### src/rtl/mux_arb_pkg.sv
// Shared types and encodings for the 2:1 wormhole mux arbiter.
// Latency: n/a (declarations only).
// Backpressure: n/a.
package mux_arb_pkg;

    localparam int NPORT = 2;
    localparam int TYPEW = 2;

    // Flit type field, carried in the top TYPEW bits of each flit.
    localparam logic [TYPEW-1:0] TYPE_NONE = 2'b00;
    localparam logic [TYPEW-1:0] TYPE_HEAD = 2'b01;
    localparam logic [TYPEW-1:0] TYPE_TAIL = 2'b10;
    localparam logic [TYPEW-1:0] TYPE_DATA = 2'b11;

    typedef enum logic {
        ST_IDLE = 1'b0,
        ST_BUSY = 1'b1
    } state_t;

    function automatic logic is_head(input logic [TYPEW-1:0] t);
        return t == TYPE_HEAD;
    endfunction

    function automatic logic is_tail(input logic [TYPEW-1:0] t);
        return t == TYPE_TAIL;
    endfunction

endpackage

### src/rtl/mux_arb_if.sv
// Handshake/status bundle between the two router input ports and the mux arbiter.
// Latency: n/a (wires only).
// Backpressure: oready from downstream gates grant_0/grant_1.
// Ports: ivalid_x/itype_x flit presence and type per input, oready downstream accept,
//        sel one-hot mux select, grant_x per-port consume strobe, busy packet in flight,
//        olen/olen_vld completed-packet length report, err watchdog release pulse.
interface mux_arb_if #(
    parameter int LENW = 8
);
    import mux_arb_pkg::*;

    logic             ivalid_0;
    logic [TYPEW-1:0] itype_0;
    logic             ivalid_1;
    logic [TYPEW-1:0] itype_1;
    logic             oready;
    logic [NPORT-1:0] sel;
    logic             grant_0;
    logic             grant_1;
    logic             busy;
    logic [LENW-1:0]  olen;
    logic             olen_vld;
    logic             err;

    // Arbiter side.
    modport slave (
        input  ivalid_0, itype_0, ivalid_1, itype_1, oready,
        output sel, grant_0, grant_1, busy, olen, olen_vld, err
    );

    // Traffic source / observer side.
    modport master (
        output ivalid_0, itype_0, ivalid_1, itype_1, oready,
        input  sel, grant_0, grant_1, busy, olen, olen_vld, err
    );

endinterface

### src/rtl/mux_arb_rr_pick2.sv
// Combinational 2-input round-robin picker: one-hot gnt from req, ties broken by ptr.
// Latency: 0 cycles (pure combinational).
// Backpressure: none; caller decides when the pick is taken.
// Ports: req request per port, ptr preferred port on a tie, gnt one-hot winner, any some request.
module mux_arb_rr_pick2 (
    input  logic [1:0] req,
    input  logic       ptr,
    output logic [1:0] gnt,
    output logic       any
);

    always_comb begin
        gnt = req;
        if (req == 2'b11) begin
            gnt = ptr ? 2'b10 : 2'b01;
        end
    end

    assign any = |req;

endmodule

### src/rtl/mux_arb.sv
// Wormhole arbiter for the 2:1 router output mux: grant held HEAD..TAIL, round-robin between packets.
// Latency: HEAD sampled at an edge drives sel after that edge; one idle bubble after each TAIL.
// Backpressure: oready=0 stalls grants; a stall of TIMEOUT cycles inside a packet forces release with err.
// Ports: clk, rst (async, active high); bus (slave modport) carries flit valid/type in, sel/grant/status out.
module mux_arb
    import mux_arb_pkg::*;
#(
    parameter int TIMEOUT = 64,
    parameter int LENW    = 8
) (
    input  logic     clk,
    input  logic     rst,
    mux_arb_if.slave bus
);

    localparam int              WDW     = $clog2(TIMEOUT + 1);
    localparam logic [WDW-1:0]  WD_LAST = WDW'(TIMEOUT - 1);

    state_t           state_q, state_n;
    logic [NPORT-1:0] sel_q, sel_n;
    logic             ptr_q, ptr_n;
    logic [LENW-1:0]  len_q, len_n;
    logic [WDW-1:0]   wd_q, wd_n;
    logic [LENW-1:0]  olen_q, olen_n;
    logic             olen_vld_q, olen_vld_n;
    logic             err_q, err_n;

    logic [1:0]       req;
    logic [1:0]       pick_gnt;
    logic             pick_any;
    logic             gnt0, gnt1;
    logic             xfer, tail_xfer;
    logic [LENW-1:0]  len_inc;

    // Only HEAD flits may open a packet; anything else waiting in IDLE is ignored.
    assign req = {bus.ivalid_1 & is_head(bus.itype_1),
                  bus.ivalid_0 & is_head(bus.itype_0)};

    mux_arb_rr_pick2 u_pick (
        .req (req),
        .ptr (ptr_q),
        .gnt (pick_gnt),
        .any (pick_any)
    );

    // Saturating flit count; the reported length includes the current (last) transfer.
    assign len_inc = (len_q == '1) ? len_q : len_q + 1'b1;

    always_comb begin
        state_n    = state_q;
        sel_n      = sel_q;
        ptr_n      = ptr_q;
        len_n      = len_q;
        wd_n       = wd_q;
        olen_n     = olen_q;
        olen_vld_n = 1'b0;
        err_n      = 1'b0;
        gnt0       = 1'b0;
        gnt1       = 1'b0;
        xfer       = 1'b0;
        tail_xfer  = 1'b0;

        if (state_q == ST_IDLE) begin
            if (pick_any) begin
                sel_n   = pick_gnt;
                state_n = ST_BUSY;
                len_n   = '0;
                wd_n    = '0;
            end
        end else begin
            // A HEAD on the owning port mid-packet is just another flit here.
            gnt0      = sel_q[0] & bus.ivalid_0 & bus.oready;
            gnt1      = sel_q[1] & bus.ivalid_1 & bus.oready;
            xfer      = gnt0 | gnt1;
            tail_xfer = (gnt0 & is_tail(bus.itype_0)) | (gnt1 & is_tail(bus.itype_1));

            if (xfer) begin
                len_n = len_inc;
                wd_n  = '0;
                if (tail_xfer) begin
                    olen_n     = len_inc;
                    olen_vld_n = 1'b1;
                    sel_n      = '0;
                    state_n    = ST_IDLE;
                    // Prefer the port that did not just own the output.
                    ptr_n      = sel_q[0];
                end
            end else if (wd_q == WD_LAST) begin
                // Stalled packet: abandon it without touching the length report.
                err_n   = 1'b1;
                sel_n   = '0;
                state_n = ST_IDLE;
                ptr_n   = sel_q[0];
            end else begin
                wd_n = wd_q + 1'b1;
            end
        end
    end

    always_ff @(posedge clk or posedge rst) begin
        if (rst) begin
            state_q    <= ST_IDLE;
            sel_q      <= '0;
            ptr_q      <= 1'b0;
            len_q      <= '0;
            wd_q       <= '0;
            olen_q     <= '0;
            olen_vld_q <= 1'b0;
            err_q      <= 1'b0;
        end else begin
            state_q    <= state_n;
            sel_q      <= sel_n;
            ptr_q      <= ptr_n;
            len_q      <= len_n;
            wd_q       <= wd_n;
            olen_q     <= olen_n;
            olen_vld_q <= olen_vld_n;
            err_q      <= err_n;
        end
    end

    assign bus.sel      = sel_q;
    assign bus.grant_0  = gnt0;
    assign bus.grant_1  = gnt1;
    assign bus.busy     = (state_q == ST_BUSY);
    assign bus.olen     = olen_q;
    assign bus.olen_vld = olen_vld_q;
    assign bus.err      = err_q;

endmodule
### src/flat_wrapper.sv
// flat-port wrapper written by rule: the top's interface ports become plain ports
module mux_arb_flat import mux_arb_pkg::*;
#(
    parameter int TIMEOUT = 64,
    parameter int LENW    = 8
)
  (clk, rst, bus_ivalid_0, bus_itype_0, bus_ivalid_1, bus_itype_1, bus_oready, bus_sel, bus_grant_0, bus_grant_1, bus_busy, bus_olen, bus_olen_vld, bus_err);
  mux_arb_if #(.LENW(LENW)) bus_i ();
  input  logic clk;
  input  logic rst;
  input wire logic [$bits(bus_i.ivalid_0)-1:0] bus_ivalid_0;
  input wire logic [$bits(bus_i.itype_0)-1:0] bus_itype_0;
  input wire logic [$bits(bus_i.ivalid_1)-1:0] bus_ivalid_1;
  input wire logic [$bits(bus_i.itype_1)-1:0] bus_itype_1;
  input wire logic [$bits(bus_i.oready)-1:0] bus_oready;
  output wire logic [$bits(bus_i.sel)-1:0] bus_sel;
  output wire logic [$bits(bus_i.grant_0)-1:0] bus_grant_0;
  output wire logic [$bits(bus_i.grant_1)-1:0] bus_grant_1;
  output wire logic [$bits(bus_i.busy)-1:0] bus_busy;
  output wire logic [$bits(bus_i.olen)-1:0] bus_olen;
  output wire logic [$bits(bus_i.olen_vld)-1:0] bus_olen_vld;
  output wire logic [$bits(bus_i.err)-1:0] bus_err;
  assign bus_i.ivalid_0 = bus_ivalid_0;
  assign bus_i.itype_0 = bus_itype_0;
  assign bus_i.ivalid_1 = bus_ivalid_1;
  assign bus_i.itype_1 = bus_itype_1;
  assign bus_i.oready = bus_oready;
  assign bus_sel = bus_i.sel;
  assign bus_grant_0 = bus_i.grant_0;
  assign bus_grant_1 = bus_i.grant_1;
  assign bus_busy = bus_i.busy;
  assign bus_olen = bus_i.olen;
  assign bus_olen_vld = bus_i.olen_vld;
  assign bus_err = bus_i.err;
  mux_arb #(.TIMEOUT(TIMEOUT), .LENW(LENW)) u_core (.clk(clk), .rst(rst), .bus(bus_i));
endmodule
### config.mk
export PLATFORM = sky130hd
export DESIGN_NAME = mux_arb_flat
export DESIGN_NICKNAME = d
export VERILOG_FILES = /design/src/rtl/mux_arb_pkg.sv /design/src/rtl/mux_arb_if.sv /design/src/rtl/mux_arb_rr_pick2.sv /design/src/rtl/mux_arb.sv /design/src/flat_wrapper.sv
export SDC_FILE = /design/constraint.sdc
export NUM_CORES = 1
export LEC_CHECK = 0
export ABC_AREA = 1
export BUFFER_PORTS_ARGS = -buffer_cell sky130_fd_sc_hd__buf_2
export CAP_MARGIN = 40
export CORE_ASPECT_RATIO = 1.25
export CORE_MARGIN = 4
export CORE_UTILIZATION = 40
export CTS_CLUSTER_SIZE = 14
export DETAILED_ROUTE_END_ITERATION = 6
export PLACE_DENSITY = 0.59
export SLEW_MARGIN = 25
export SYNTH_ARGS = -nofsm -noshare
export SYNTH_HDL_FRONTEND = slang
export SYNTH_SLANG_ARGS = --single-unit
export TNS_END_PERCENT = 20
### constraint.sdc
create_clock -name clk -period 1.8 [get_ports clk]
set_input_delay 0.09 -clock clk [delete_from_list [all_inputs] [get_ports clk]]
set_output_delay 0.09 -clock clk [all_outputs]
set_load 0.05 [all_outputs]
# Yosys cells after proc, flatten, opt, wreduce, memory -nomap -nowiden
# Cells that the tools add are included.
[classes]
n_mux = 31
n_bitwise = 10
n_reduce_logical = 8
n_eq_ne = 12
n_addsub = 2
[ops]
columns = ["cell", "count"]
rows = [
  ["8-bit two-way mux", 4],
  ["7-bit two-way mux", 4],
  ["1-bit two-way mux", 16],
  ["2-bit two-way mux", 7],
  ["3-bit != test (second input constant)", 3],
  ["3-bit AND reduction", 3],
  ["8-bit by 1-bit adder with 8-bit output (second input constant)", 1],
  ["1-bit bitwise AND", 8],
  ["8-bit == test (second input constant)", 1],
  ["7-bit by 1-bit adder with 7-bit output (second input constant)", 1],
  ["7-bit by 6-bit == test with 1-bit output (second input constant)", 1],
  ["2-bit == test (second input constant)", 3],
  ["2-bit by 1-bit == test with 1-bit output (second input constant)", 2],
  ["2-bit != test (second input constant)", 2],
  ["2-bit AND reduction", 2],
  ["2-bit nonzero test", 2],
  ["1-bit bitwise OR", 2],
  ["2-bit OR reduction", 1],
]
[word_totals]
output_inout_bits = 15
regBits = 29
input_bits = 9
wordCells = 71

# Logic depth before layout (Yosys ltp)
# Gate-level depths: netlist of the first run.
[logic_depth]
word_depth = 7
depth_mapped = 8
mapped_depth_nobuf = 8

# Hierarchy
# From an unflattened synthesis of the first run, not the netlist that was laid out.
[unflattened]
cells_unflattened = 213
hier_area_um2 = 1606.5
[by_module_without_submodules]
columns = ["mod", "area_each_um2", "cells_each", "seq_area_each_um2", "n_inst"]
rows = [
  ["mux_arb", 1579.0, 207, 725.7, 1],
  ["mux_arb_rr_pick2", 27.5, 6, 0.0, 1],
]

# Worst setup path before layout of the first run
# Ideal clock, no wire load.
[synth_path]
path_kind = "register to output"
startpoint = "reg u_core.state_q (netlist: u_core.bus.busy)"
endpoint = "out bus_grant_0"
slack_ns = 0.113
t_required_ns = 1.710
path_stages_with_launch = 4
n_path_buf = 1
t_arrival_ns = 1.597
path_cell_list = "dfrtp_1 buf_4 inv_1 nor2_1"
[synth_via]
elab_chain_cells = 1
[synth_lines]
columns = ["element", "line", "rtl"]
rows = [
  ["from (decl)", "mux_arb.sv:19", "state_t state_q, state_n;"],
  ["from (signal assigned)", "mux_arb.sv:111", "state_q <= state_n;"],
  ["1-bit two-way mux", "mux_arb.sv:63", "if (state_q == ST_IDLE) begin"],
  ["to (decl)", "flat_wrapper.sv:17", "output wire logic [$bits(bus_i.grant_0)-1:0] bus_grant_0;"],
]
# No other way between the ends.

# Worst setup path in the final report of the first run
[layout_path]
startpoint = "reg u_core.len_q[0]"
endpoint = "reg u_core.len_q[7]"
[layout_via]
elab_chain_cells = 4
elab_cells_between_ends = 5
cone_classes = "add/sub: 1; eq/ne: 1; mux: 3"
[layout_lines]
columns = ["element", "line", "rtl"]
rows = [
  ["from (decl)", "mux_arb.sv:22", "logic [LENW-1:0] len_q, len_n;"],
  ["from (signal assigned)", "mux_arb.sv:114", "len_q <= len_n;"],
  ["8-bit by 1-bit adder with 8-bit output or 8-bit == test (tied branches)", "mux_arb.sv:47", "assign len_inc = (len_q == '1) ? len_q : len_q + 1'b1;"],
  ["8-bit two-way mux *", "mux_arb.sv:47", ""],
  ["8-bit two-way mux *", "mux_arb.sv:77", "if (xfer) begin"],
  ["8-bit two-way mux *", "mux_arb.sv:63", ""],
]
# Every way passes the cells marked *; elsewhere a longest branch is shown, timed or not. The select of a mux whose other input is x is not followed.
# A chain may end at the register's enable or synchronous reset.

==> results of run 1 <==
registers in the layout, indices dropped and copies added, names as in the netlist:
register	flops
u_core.bus.busy	1
u_core.bus.err	1
u_core.bus.olen	8
u_core.bus.olen_vld	1
u_core.bus.sel	2
u_core.len_q	8
u_core.ptr_q	1
u_core.wd_q	7
stage by stage:
stage	power, W	cell area (um2)	hold slack (ns)
CTS	0.002750	1854	0.1650
detailed placement	0.002205	1758	0.1831
global route	0.002939	1854	0.1984
floorplan	0.001929	1587	0.1681
finish	0.002716	1854	0.1693
global placement	0.002201	1758	0.1883
metal layers:
layer / share of wire, % / routed length [um] / GRT usage (%)
met1: 42 / 1489 / 17.86
met2: 52 / 1876 / 28.31
met3: 2.8 / 100 / 5.007
met4: 3.1 / 112 / 7.822
met5: 0 / 0 / 0
kinds of logic (layout without fill, tap and decap cells):
group,Yosys count,count (layout)
DFF,29,29
buffers and inverters,29,59
adders and majority gates,2,2
xor gates and xnor gates,2,2
AOI/OAI and AO/OA,14,14
and+or+nand+nor,137,137
power by group through the flow:
stage	Sequential, W	Clock [W]	Combinational, W
finish	0.00107	0.000531	0.00112
global route	0.00110	0.000585	0.00125
CTS	0.00107	0.000550	0.00113
detailed placement	0.00108	0	0.00113
global placement	0.00107	0	0.00113
floorplan	0.00135	0	0.000580
area by class of cell:
class,instances,area [um2]
well taps,54,67.56
flip-flops and latches,29,725.7
clock buffers,7,86.33
multi-input cells,155,737.0
fillers,412,1962
repair buffers,26,140.1
inverters,26,97.59
Yosys cell counts:
cell	count	area share, %
nand4_1	4	1.6
nor2_4	2	1.4
buf_6	1	0.71
a21oi_2	1	0.55
nand2_4	2	1.4
nand2_2	1	0.39
o21a_1	1	0.47
nand3_1	30	9.5
nand2_1	80	19
xnor2_1	2	1.1
nor3_2	1	0.63
o21ai_0	12	3.8
dfrtp_1	29	46
ha_1	2	1.6
nand3_2	1	0.63
or2_2	1	0.39
nor2_1	14	3.3
nand4_2	1	0.79
buf_4	2	0.95
inv_1	25	5.9
inv_2	1	0.24
worst max-delay path: stages, from the launching register on:
cell and delay (ns):
dfrtp_1 0.44, ha_1 0.25, nand2_1 0.13, inv_1 0.09, nand4_2 0.17, nand3_1 0.14, nand2_1 0.08, o21ai_0 0.08
how the worst min path moves through the flow:
stage	startpoint	slack, ns	end
final	bus_itype_1[1]	0.17	u_core.bus.sel[0]
after global routing	bus_itype_0[1]	0.20	u_core.bus.sel[1]
after CTS	bus_itype_1[1]	0.17	u_core.bus.sel[0]
after detailed placement	rst	0.18	u_core.wd_q[0]
after global placement	rst	0.19	u_core.wd_q[0]
after floorplan	rst	0.17	u_core.bus.busy
==> metrics, run 1 <==
status=finished, final reports clean; crit path DAT=about 1.7 ns; min cycle time layout=between 1.5 and 2 ns; largest family of logic cells by synthesized area=simple AND/OR/NAND/NOR gates; Switching Share=between 40% and 50%; Mapped Area=approximately 0.0016 mm2; Critical Path End=u_core.len_q[7]; vias in the first global route=between 1,500 and 2,000; die width=about 64 um; Int Pwr=~0.0015 W; critical path endpoint category=register; final setup violating endpoints=0; sequential area share after synthesis=a little under half; Starting DRT DRC Count=slightly above 50; drt via density=around 4.8; final non-filler cell total=297; Seq cells post-synth=29; I/O Buffers=23; R2R cell count=7; fin crit share=a little over four fifths; yosys warns=0; worst hold path type=input port to register; Seq pwr share=between 30% and 40%; initial antenna violation count=0; largest net degree at the start of global routing=30; synth unique cells=21; Post-CTS Resized=0; DRT Pass-1 Iters=4; Synth Area in Adders=~1.6%; placed wire-length estimate=between 2000 and 3000 um; Starting Density=41.57%; count of final max-slew check failures=0; Worst R2R Start=u_core.len_q[0]; vias=about 1,400; clock transition at the register clock pins on the worst setup and hold paths after CTS=roughly 0.06 ns; Cells after Synth=213; Core ar.=between 0.003 and 0.004 mm2; Hold Path Stages=5; Boundary Pins=24; total negative slack=0 ns; Setup Crit Path Kind=register to register; Least-Margin Pin Slew=0.4063 ns; commonest cells after routing, fill and taps aside=nand2_1 (80), nand3_1 (30), dfrtp_1 (29); Inst Count DP=just under 300; Max clock buf depth=2; PD cells=~1500 mW/mm2; die height=roughly 80 um; Slew headroom=between 70 and 80%; CTS Buf Count=5; Worst-Skew Late Latency=around 0.28 ns; Clock Power Share=19.6%; Sw Pwr=~0.0012 W; Crit. Startpoint=u_core.len_q[0]; startpoint type of the worst setup path=register; Max-cap violations=0; commonest non-fill, non-tap cell in the layout=nand2_1; RSZ-0062 raised after global routing=false; area grow syn2layout=16.88%; syn_area_per_cell=~7.4 um2; Util after Layout=about half; ant diodes=0; gpl congestion=approximately 0.94; Mapped Nets=~220; post-synthesis mux area share=0%; post-route ant nets=0; Sink Count=29; FMAX=~0.66 GHz; full die area=around 0.0050 mm2; Leakage=between 1 and 1.5 nW; Required @ worst endpoint=around 2.0 ns; fin worst setup slack=a little under 0.3 ns; simple-gate share of the synthesized area=about two fifths; clock skew=approximately 0.0073 ns; IR drop worst, VDD=between 500 and 600 uV; root buffer cell=clkbuf_8; post-synthesis compound-gate area fraction=a little under 5%; Overflow after GRT=0; CTS H-tree lvls=2; CP max FO=7; Tot GR Track Use=roughly 16%; Hold Buf Count CTS=1; layout net count=roughly 250; Post-Route WL=between 3000 and 4000 um; routed len/inst=about 12 um; layout cells sized above 1=around 17%; worst slack, placed=between 0.3 and 0.4 ns; xor/xnor share of the synthesized area=1.104%; FP Rows=25; Final Hold Viols=0; CTS tree=yes; worst reg2reg path endpoint=u_core.len_q[7]; Residual DRC=0; Post-CTS Setup Inserts=0; R2R setup slack=between 0.2 and 0.3 ns; global-route wire length before repair=about 6500 um; Gate power share=between 40% and 50%
Note: power is estimated with default switching activity, not from simulation.
==> inputs of run 2 (changes only) <==
- ABC_AREA: 1 -> 0
- PLACE_DENSITY: 0.59 -> 0.62
- clock period: 1.8 -> 1.2 ns (I/O delays scaled with it)
==> metrics, run 2 <==
status=finished, violations left; failing checks=setup timing; Residual DRC=0; FP Rows=25; area grow syn2layout=53.69%; yosys warns=0; clock skew=roughly 0.0037 ns; layout net count=about 260; CTS tree=yes; Seq pwr share=between 20 and 30%; fin worst setup slack=-0.4229 ns; Worst-Skew Late Latency=roughly 0.28 ns; most frequent cell after synthesis=dfrtp_1; Leakage=between 1 and 1.5 nW; final setup violating endpoints=30; Core ar.=roughly 0.0038 mm2; fin crit share=135.2%; Starting Density=between 40% and 50%; sequential area share after synthesis=45.00%; syn_area_per_cell=just under 10 um2; Boundary Pins=24; Max clock buf depth=2; routed len/inst=between 15 and 20 um; Slew headroom=between 70% and 80%; ant diodes=0; CP max FO=8; Overflow after GRT=0; largest cells by area after synthesis=dfrtp_1 (45%), a21oi_1 (4.0%), nand2_1 (3.7%); Switching Share=between 40% and 50%; placed wire-length estimate=3370 um; Required @ worst endpoint=between 1 and 1.5 ns; Cells after Synth=~160; synth unique cells=53; Synth Area in Adders=between 1.5 and 2%; clock transition at the register clock pins on the worst setup and hold paths after CTS=about 0.060 ns; Clock Power Share=approximately 17%; Setup Crit Path Kind=register to register; Starting DRT DRC Count=85; root buffer cell=clkbuf_8; DRT Pass-1 Iters=4; most instantiated cells after synthesis=dfrtp_1 (29), nand2_1 (16), a21oi_1 (13); PD cells=1947 mW/mm2; startpoint type of the worst setup path=register; full die area=approximately 0.0051 mm2; Util after Layout=between 60% and 70%; Gate power share=a little over half; min cycle time layout=1.623 ns; hold path start=bus_itype_1[1]; vias in the first global route=about 1,700; post-route ant nets=0; count of final max-slew check failures=0; Post-Route WL=~4600 um; I/O Buffers=23; die width=64.80 um; Async S/R FF share, synth=between 90% and 100%; Sw Pwr=roughly 0.0020 W; layout cells sized above 1=between 50% and 60%; largest family of logic cells by synthesized area=compound AO/OA/AOI/OAI gates; leading area contributor after synthesis=dfrtp_1; area share of the leading cell type in the synthesized netlist=45.00%; RSZ-0062 raised after global routing=true; xor/xnor share of the synthesized area=between 1 and 1.5%; Least-Margin Pin Slew=~0.43 ns; Worst R2R Start=u_core.wd_q[0]; Crit. Startpoint=u_core.wd_q[0]; Mapped Area=between 0.0015 and 0.002 mm2; total negative slack=-7.515 ns; FMAX=just over 0.6 GHz; worst hold path type=input port to register; CTS H-tree lvls=2; commonest non-fill, non-tap cell in the layout=buf_4; gpl congestion=roughly 0.92; IR drop worst, VDD=a little over 1000 uV; die height=slightly below 80 um; vias=1,652; Sink Count=29; Tot GR Track Use=about a fifth; drt via density=roughly 5.5; crit path DAT=around 1.8 ns; initial antenna violation count=0; Max-cap violations=0; simple-gate share of the synthesized area=a little over a fifth; global-route wire length before repair=between 7000 and 8000 um; Final Hold Viols=0; largest net degree at the start of global routing=30; Seq cells post-synth=29; commonest cells after routing, fill and taps aside=buf_4 (52), dfrtp_1 (26), buf_2 (21); post-synthesis mux area share=under 10%; Int Pwr=approximately 0.0029 W; CTS Buf Count=5; Mapped Nets=174; critical path endpoint category=register; Synth Flop Type=dfrtp_1; placed instance area=0.002207 mm2; post-synthesis compound-gate area fraction=between 20% and 30%; finished layout cell area=~0.0025 mm2; number of flops mapped to enable cells by yosys=0
[run 2: metrics by stage]
stage                     hold slack [ns]  std cells  power (W)  worst slack (ns)
after floorplan                    0.1379        163   0.002763           -0.4375
after global placement             0.1479        289   0.003647           -0.4677
after detailed placement           0.1575        289   0.003704           -0.4521
after CTS                          0.1480        299   0.004735           -0.4190
after global routing               0.1826        300   0.005122           -0.5016
final                              0.1709        300   0.004826           -0.4229
[run 2: area by class of cell]
cell class | count | area [um2]
Fill cell | 325 | 1369
Inverter | 5 | 18.77
Timing Repair Buffer | 82 | 604.3
Sequential cell | 29 | 729.5
Tap cell | 54 | 67.56
Multi-Input combinational cell | 123 | 972.2
Clock buffer | 7 | 86.33
[run 2: metal layers]
metal  global-route usage (%)  part of all wire [%]
met4                    8.668                   1.5
met5                        0                     0
met3                    3.253                   2.6
met1                    20.57                    39
met2                    36.75                    57
[run 2: timing repair]
item,in CTS,in global routing
endpoints found under the setup margin,30,30
setup buffers,2,1
gates cloned,0,0
hold buffers,1,0
pin swaps,11,9
endpoints found under the hold margin,29,0
gates resized for setup,31,11
[run 2: cells by family after synthesis]
kind of cell | count (synthesis)
flip-flops | 29
AO/OA/AOI/OAI | 55
multiplexers | 2
adder cells (fa/ha/maj) | 2
buffers and inverters | 11
AND/OR/NAND/NOR | 62
XOR/XNOR | 2
[run 2: final timing paths]
| kind | to | depth (start not counted) | slack [ns] |
|---|---|---|---|
| min in group asynchronous | u_core.len_q[0] | 4 | 0.39 |
| worst max register to register | u_core.wd_q[2] | 5 | -0.42 |
| worst min register to register | u_core.bus.olen[3] | 1 | 0.47 |
| max in group asynchronous | u_core.bus.busy | 4 | 0.50 |
| worst max-delay path | u_core.wd_q[2] | 5 | -0.42 |
| worst min-delay path | u_core.bus.sel[0] | 3 | 0.17 |
[run 2: worst max-delay path, stage by stage (launching register included)]
cell     delay, ns
dfrtp_1       0.36
ha_2          0.19
nand2_2       0.06
or4b_4        0.50
a21oi_4       0.25
a221o_1       0.19
[run 2: power groups by stage]
stage               logic [W]  registers (W)  clock network, W
floorplan            0.000921        0.00184                 0
global placement      0.00225        0.00139                 0
detailed placement    0.00230        0.00141                 0
CTS                   0.00250        0.00141          0.000827
global route          0.00280        0.00145          0.000876
finish                0.00260        0.00142          0.000803
==> inputs of run 3 (changes only) <==
- CTS_CLUSTER_SIZE: 14 -> 30
- SYNTH_HIERARCHICAL: not set -> 1
==> metrics, run 3 <==
Core ar.=0.003603 mm2; CTS H-tree lvls=2; layout net count=~250; status=finished, violations left; root buffer cell=clkbuf_8; Boundary Pins=24; commonest non-fill, non-tap cell in the layout=buf_4; area share of the leading cell type in the synthesized netlist=about 47%; failing checks=setup timing; Tot GR Track Use=18.33%; largest cells by area after synthesis=dfrtp_1 (47%), o21ai_0 (5.2%), a21o_1 (3.4%); die height=~77 um; clock skew=roughly 0.0021 ns; area grow syn2layout=55.56%; total negative slack=-6.258 ns; post-route ant nets=0; GRT met3 Usage=under 10%; initial antenna violation count=0; yosys warns=6; leading area contributor after synthesis=dfrtp_1; startpoint type of the worst setup path=register; vias in the first global route=between 1,500 and 2,000; min cycle time layout=1.554 ns; Util after Layout=around two thirds; drt via density=roughly 5.6; critical path endpoint category=register; total power=0.003766 W; ant diodes=0; FMAX=about 0.64 GHz; Mapped Area=~0.0015 mm2; Starting DRT DRC Count=~110; global route hottest layer=met2; Sink Count=29; CTS tree=yes; full die area=just under 0.005 mm2; sequential area share after synthesis=a little under half; placed instance area=roughly 0.0020 mm2; largest net degree at the start of global routing=30; commonest cells after routing, fill and taps aside=buf_4 (43), dfrtp_1 (25), buf_2 (21); Seq cells post-synth=29; die width=around 64 um; Slew headroom=70.09%; gpl congestion=0.8694; Async S/R FF share, synth=between 90% and 100%; most instantiated cells after synthesis=dfrtp_1 (29), o21ai_0 (16), nand2_1 (14); number of flops mapped to enable cells by yosys=0; Starting Density=about 43%; Crit. Startpoint=u_core/wd_q[1]; placed wire-length estimate=about 2900 um; Setup Crit Path Kind=register to register; worst hold path type=input port to register; Worst-Skew Late Latency=0.28 ns; Max clock buf depth=2; Mapped Nets=172; layout cells sized above 1=between 50% and 60%; Max-cap violations=0; FP Rows=24; Post-Route WL=between 4000 and 5000 um; synth unique cells=46; CTS Buf Count=5; fin worst setup slack=-0.3540 ns; syn_area_per_cell=9.567 um2; clock transition at the register clock pins on the worst setup and hold paths after CTS=approximately 0.06 ns; Synth Flop Type=dfrtp_1; Cells after Synth=approximately 160; fin crit share=129.5%; Least-Margin Pin Slew=about 0.44 ns; Overflow after GRT=0; vias=about 1,500; met2 Use GR=about a third; CP max FO=3; routed len/inst=about 16 um; RSZ-0062 raised after global routing=true; finished layout cell area=approximately 0.0024 mm2; I/O Buffers=23; most frequent cell after synthesis=dfrtp_1; met1 GRT Util=approximately 20%; Residual DRC=0; PD cells=1572 mW/mm2; Worst R2R Start=u_core/wd_q[1]; Final Hold Viols=0; global-route wire length before repair=~7100 um; Leakage=between 1 and 1.5 nW; crit path DAT=between 1.5 and 2 ns; filler instances=approximately 290; DRT Pass-1 Iters=4; Reg area=about 730 um2; count of final max-slew check failures=0; Required @ worst endpoint=roughly 1.4 ns; final setup violating endpoints=30; IR drop worst, VDD=around 1100 uV; hold path start=bus_oready; Multi-input gate area=roughly 970 um2
run 3: cell count changes after synthesis, sizes merged, moves of 3 or more:
cell,before,now
clkbuf,6,3
a31oi,2,6
nand2,17,14
buf,0,4
a21boi,1,4
o21ai,7,18
o21a,3,0
nor3,6,3
a21oi,14,5
or2,0,3
run 3: logic make-up after synthesis:
kind of cell             after synthesis  share of synthesized area (%)
AO/OA/AOI/OAI                         56                          24.13
AND/OR/NAND/NOR                       56                          19.66
multiplexers                           4                          2.681
buffers and inverters                 12                          3.655
XOR/XNOR                               2                          1.137
flip-flops                            29                          47.12
adder cells (fa/ha/maj)                2                          1.624
run 3: layer usage:
layer / share of wire (%) / vias to the layer above / wire length, um
li1: - / 749 / -
met1: 40 / 755 / 1700
met2: 54 / 31 / 2320
met3: 2.8 / 14 / 122
met4: 3.2 / 0 / 139
met5: 0 / - / 0
run 3: path summary, 6_finish.rpt:
check                                           to  slack, ns  cells after the start
worst max-delay path                  u_core/ptr_q      -0.35                      5
worst min-delay path               u_core/len_q[4]       0.31                      4
worst max register to register        u_core/ptr_q      -0.35                      5
worst min register to register  u_core/bus.olen[3]       0.47                      1
max in group asynchronous        u_core/bus.sel[0]       0.52                      4
min in group asynchronous           u_core/bus.err       0.38                      4
run 3: critical path: stages, from the launching register on:
cell,delay [ns]
dfrtp_1,0.37
ha_2,0.19
nand4_1,0.13
or2_1,0.30
o21ai_2,0.14
mux2_4,0.30
run 3: cell type report:
cell class	instances	share of cell area (%)
Sequential cell	29	30.50
Tap cell	39	2.037
Multi-Input combinational cell	121	40.42
Clock buffer	7	4.021
Timing Repair Buffer	73	22.04
Clock inverter	1	0.2089
Inverter	5	0.7833
run 3: timing repair:
action	CTS	global route
buffers inserted	3	3
setup endpoints to repair	30	31
cloned	1	0
endpoints found under the hold margin	29	0
hold buffers	1	0
pin swaps	16	15
resized for setup	38	22
run 3: stage by stage:
step / worst slack [ns] / cells / hold WS [ns]
after floorplan: -0.4288 / 161 / 0.1378
after global placement: -0.3647 / 259 / 0.1435
after detailed placement: -0.4085 / 259 / 0.1529
after CTS: -0.3379 / 272 / 0.2912
after global routing: -0.3979 / 275 / 0.3176
final: -0.3540 / 275 / 0.3110
run 3: report_power, final:
part | total, W | internal, W | switching [W]
sequential | 0.00130 | 0.00115 | 0.000158
combinational | 0.00157 | 0.000753 | 0.000818
clock | 0.000891 | 0.000517 | 0.000374
